`config.mk`:
```
export PLATFORM = sky130hd
export DESIGN_NAME = bcd_time_counter
export DESIGN_NICKNAME = d
export VERILOG_FILES = /design/src/rtl/bcd_time_counter.sv
export SDC_FILE = /design/constraint.sdc
export NUM_CORES = 1
export LEC_CHECK = 0
export CAP_MARGIN = 20
export CORE_UTILIZATION = 36
export CTS_BUF_LIST = sky130_fd_sc_hd__clkbuf_8 sky130_fd_sc_hd__clkbuf_16
export CTS_CLUSTER_SIZE = 20
export DETAILED_ROUTE_END_ITERATION = 7
export HOLD_SLACK_MARGIN = 0.06
export PLACE_DENSITY = 0.58
export REMOVE_ABC_BUFFERS = 1
export SETUP_SLACK_MARGIN = 0.4
export SLEW_MARGIN = 20
export SYNTH_ARGS = -nofsm -noshare
export SYNTH_HDL_FRONTEND = slang
export SYNTH_SLANG_ARGS = --single-unit
```
`constraint.sdc`:
```
create_clock -name Clk -period 7.6 [get_ports Clk]
set_input_delay 0.76 -clock Clk [delete_from_list [all_inputs] [get_ports Clk]]
set_output_delay 0.76 -clock Clk [all_outputs]
set_load 0.01 [all_outputs]
```
`src/rtl/bcd_time_counter.sv`:
```
// Multi-digit BCD up/down time counter with load validation,
// wrap/saturate limits and a registered carry for cascading.
module bcd_time_counter #(
  parameter int DIGITS      = 2,
  parameter int TOP_MOD     = 6,
  parameter int SAT_DEFAULT = 0
) (
  input  logic                Clk,
  input  logic                nReset,
  input  logic                Enable,
  input  logic                Up,
  input  logic                Load,
  input  logic [4*DIGITS-1:0] LoadValue,
  input  logic                SatMode,
  output logic [4*DIGITS-1:0] PresentTime,
  output logic                Carry,
  output logic                AtLimit,
  output logic                LoadErr
);

  localparam int W = 4 * DIGITS;
  localparam logic [3:0] TOPM = 4'(TOP_MOD - 1);

  function automatic logic [3:0] dmax(input int i);
    return (i == DIGITS - 1) ? TOPM : 4'd9;
  endfunction

  logic [W-1:0] max_v;
  logic [W-1:0] inc_v;
  logic [W-1:0] dec_v;
  logic [W-1:0] nxt;
  logic         inc_wrap;
  logic         dec_wrap;
  logic         ld_ok;
  logic         wrap;
  logic         sat;
  logic         carry_d;
  logic         lerr_d;
  logic         lim_d;
  logic         armed_q;

  // Ripple both directions; a wrap flag left set means every digit rolled.
  always_comb begin
    max_v    = '0;
    inc_v    = '0;
    dec_v    = '0;
    ld_ok    = 1'b1;
    inc_wrap = 1'b1;
    dec_wrap = 1'b1;
    for (int i = 0; i < DIGITS; i++) begin
      max_v[i*4 +: 4] = dmax(i);
      if (LoadValue[i*4 +: 4] > dmax(i))
        ld_ok = 1'b0;
      if (!inc_wrap) begin
        inc_v[i*4 +: 4] = PresentTime[i*4 +: 4];
      end else if (PresentTime[i*4 +: 4] == dmax(i)) begin
        inc_v[i*4 +: 4] = 4'd0;
      end else begin
        inc_v[i*4 +: 4] = PresentTime[i*4 +: 4] + 4'd1;
        inc_wrap = 1'b0;
      end
      if (!dec_wrap) begin
        dec_v[i*4 +: 4] = PresentTime[i*4 +: 4];
      end else if (PresentTime[i*4 +: 4] == 4'd0) begin
        dec_v[i*4 +: 4] = dmax(i);
      end else begin
        dec_v[i*4 +: 4] = PresentTime[i*4 +: 4] - 4'd1;
        dec_wrap = 1'b0;
      end
    end
  end

  // Until the first edge after reset the mode comes from SAT_DEFAULT.
  always_comb begin
    sat     = armed_q ? SatMode : (SAT_DEFAULT != 0);
    wrap    = Up ? inc_wrap : dec_wrap;
    nxt     = PresentTime;
    carry_d = 1'b0;
    lerr_d  = 1'b0;
    if (Load) begin
      if (ld_ok)
        nxt = LoadValue;
      else
        lerr_d = 1'b1;
    end else if (Enable && !(wrap && sat)) begin
      nxt     = Up ? inc_v : dec_v;
      carry_d = wrap;
    end
    lim_d = Up ? (nxt == max_v) : (nxt == '0);
  end

  always_ff @(posedge Clk or posedge nReset) begin
    if (nReset) begin
      PresentTime <= '0;
      Carry       <= 1'b0;
      AtLimit     <= 1'b0;
      LoadErr     <= 1'b0;
      armed_q     <= 1'b0;
    end else begin
      PresentTime <= nxt;
      Carry       <= carry_d;
      AtLimit     <= lim_d;
      LoadErr     <= lerr_d;
      armed_q     <= 1'b1;
    end
  end

endmodule

```
==> results.md <==
- Outcome: completed
- Worst slack, placed: 3890 ps
- DRT iter0 DRCs: 61
- Crit path DAT: 3610 ps
- Fin util: 0.477
- Clock Sink Count: 12
- Clock Tree Root: clkbuf_8
- Final nets: roughly 180
- Clk pwr share: 0.178
- Max_slew headroom: 0.543
- Yosys cell types: 56
- Synth Flop Type: dfrtp_1
- Syn Area/Cell: 8.24 um2
- Worst-Skew Late Latency: 230 ps
- Post-synth top cells: 12 x dfrtp_1, 10 x a21oi_1, 10 x inv_1, 10 x nand2_1, 9 x nor2_1
- Peak VDD IR: around 0.12 mV
- Post-Synthesis Cells: 142
- Fin Setup TNS: 0 ps
- Vias: 1226
- HP Start: PresentTime[7]$_DFF_PP0_
- Die height: 59.0 um
- Worst min-delay path category: reg2reg
- Clk_skew: 2.10 ps
- Layout cell share with drive strength beyond 1: 0.0679
- Least-Margin Pin Slew: 680 ps
- IO Pins: 25
- Setup violators final: 0
- Synth top area share: 0.257
- Warnings from Yosys: 0
- Worst R2R Path Depth: 8
- Global route overflow: 0
- Setup repair after global routing missed its margin: false
- Final Hold Vio Count: 0
- Drt wl/cell: between 15 and 20 um
- Drc violations: 0
- Post-synth top area cell: dfrtp_1
- CP startpoint kind: input port
- CTS resizes: 0
- Vias per cell: 5.95
- Switching share of power: 0.407
- #FFs+latches synth: 12
- Num rows: 20
- Sw Pwr: about 120 uW
- Post-synth ARST share: 1.00
- Area Overhead vs Synth: 25.6%
- Num CTS Buffers: 3
- Largest net degree at the start of global routing: 21
- Most frequent cell after synthesis: dfrtp_1
- PwrDens: 208 nW/um2
- Final worst slack: 4110 ps
- Drt first pass iters: 4
- Layout Cells excl Fill: 206
- Crit Path Max Fanout: 18
- Initial antenna violation count: 0
- Element type at the critical path end: register
- Required @ worst endpoint: roughly 7700 ps
- Part of the cycle the worst path needs: 0.459
- Fin. max-slew vios: 0
- IO Port Bufs: 24
- Ant diodes: 0
- Seq/Total Area, Yosys: 0.257
- Longest Clk Path Bufs: 2
- DRT antenna net count: 0
- Worst-path clk slew: approximately 50 ps
- CTS tree: done
- Vias in the first global route: 1116
- EDFF count, synth: 0
- Reg2Reg Launch Point: PresentTime[0]$_DFF_PP0_
- Post-layout min period: 3490 ps
- Total leakage power: 0.559 nW
- # H-tree levels: 1
- Worst setup path start: Up
- CTS Hold Bufs: 0
- Synth Cell Area: 1170 um2
- First-pass GRT wire length: 5350 um
- Comb power frac: 0.480
- Max-Cap Viols: 0
- Core area: 3080 um2
- Placed insts: 203
- Setup slack, reg-to-reg: 4500 ps
- Initial core utilization: 0.380
- DP HPWL: 2550 um
- DRT Wirelength: 3270 um
- GPL Wtd Cong: 0.858
- Die ar.: around 3500 um2
- Total power: roughly 300 uW
- CP Class: in2reg
- Synth top area cells: dfrtp_1 26%, a21oi_1 4.3%, ha_1 3.2%
- Maximum clock rate: 287 MHz
- WHS Path Cells: 1
- Total track usage: 0.205
- Seq pwr share: 0.343
- Internal Pwr Total: 181 uW
- Post-CTS setup repair buffer count: 0
- Die Wd: 59.0 um
[critical path, cell delays in order]
cell             delay (ps)
clkdlybuf4s50_1         880
nor2_1                  150
o2bb2ai_2               200
a21o_1                  270
o41a_1                  470
or4_4                   530
a2111oi_2               350
[worst paths after layout]
check,endpoint
max in group asynchronous,PresentTime[0]$_DFF_PP0_
setup / recovery,AtLimit$_DFF_PP0_
setup reg to reg,AtLimit$_DFF_PP0_
min in group asynchronous,armed_q$_DFF_PP0_
hold / removal,Carry$_DFF_PP0_
hold reg to reg,Carry$_DFF_PP0_
[metrics by stage]
stage | area [um2] | hold WS, ps
detailed placement | 1430 | 608
global route | 1470 | 625
CTS | 1470 | 608
finish | 1470 | 602
global placement | 1430 | 593
floorplan | 1130 | 550
[power by group through the flow]
stage	Clock, mW	Combinational [mW]	Sequential (mW)
finish	0.0543	0.147	0.105
global placement	0	0.146	0.106
detailed placement	0	0.145	0.106
floorplan	0	0.0893	0.101
global route	0.0598	0.159	0.108
CTS	0.0554	0.146	0.105
[area by class of cell]
type | instances | area, um2
Multi-Input combinational cell | 113 | 795
Tap cell | 44 | 55.1
Clock buffer | 3 | 41.3
Sequential cell | 12 | 300
Timing Repair Buffer | 24 | 240
Inverter | 10 | 37.5
Fill cell | 320 | 1610
[cell usage in the layout (no fill, tap or decap), types with 2 or more instances in the layout]
master / n
a2111oi_0: 3
a311oi_1: 4
mux2i_1: 2
ha_1: 3
nand2_1: 10
nor4_1: 2
a21o_1: 3
a21oi_1: 10
o21ai_0: 5
o31ai_1: 2
dfrtp_1: 12
inv_1: 10
nand2b_1: 2
o21a_1: 2
nor2_1: 9
clkbuf_8: 3
a211oi_1: 4
nor3_1: 4
o31a_1: 2
o21bai_1: 2
nor2b_1: 3
clkdlybuf4s50_1: 24
a31oi_1: 5
nand3_1: 6
[metal layers]
layer	GRT usage	routed length (um)	vias up
li1	-	-	593
met1	0.278	1470	576
met2	0.338	1510	53
met3	0.0415	249	4
met4	0.0442	38	0
met5	0	0	-
[logic make-up (layout without fill, tap and decap cells)]
logic type | Yosys count | count (layout) | synth area share
AO/OA/AOI/OAI | 57 | 57 | 0.365
AND/OR/NAND/NOR | 48 | 48 | 0.245
buffers and inverters | 17 | 37 | 0.0642
flip-flops | 12 | 12 | 0.257
adder cells (fa/ha/maj) | 3 | 3 | 0.0321
multiplexers | 3 | 3 | 0.0267
other | 1 | 1 | 0.00321
XOR/XNOR | 1 | 1 | 0.00749
[state kept, by name, summed over array words and instances, names as in the netlist]
name	count
Carry	1
armed_q	1
AtLimit	1
PresentTime	8
LoadErr	1
(Power assumes the default switching activity.)
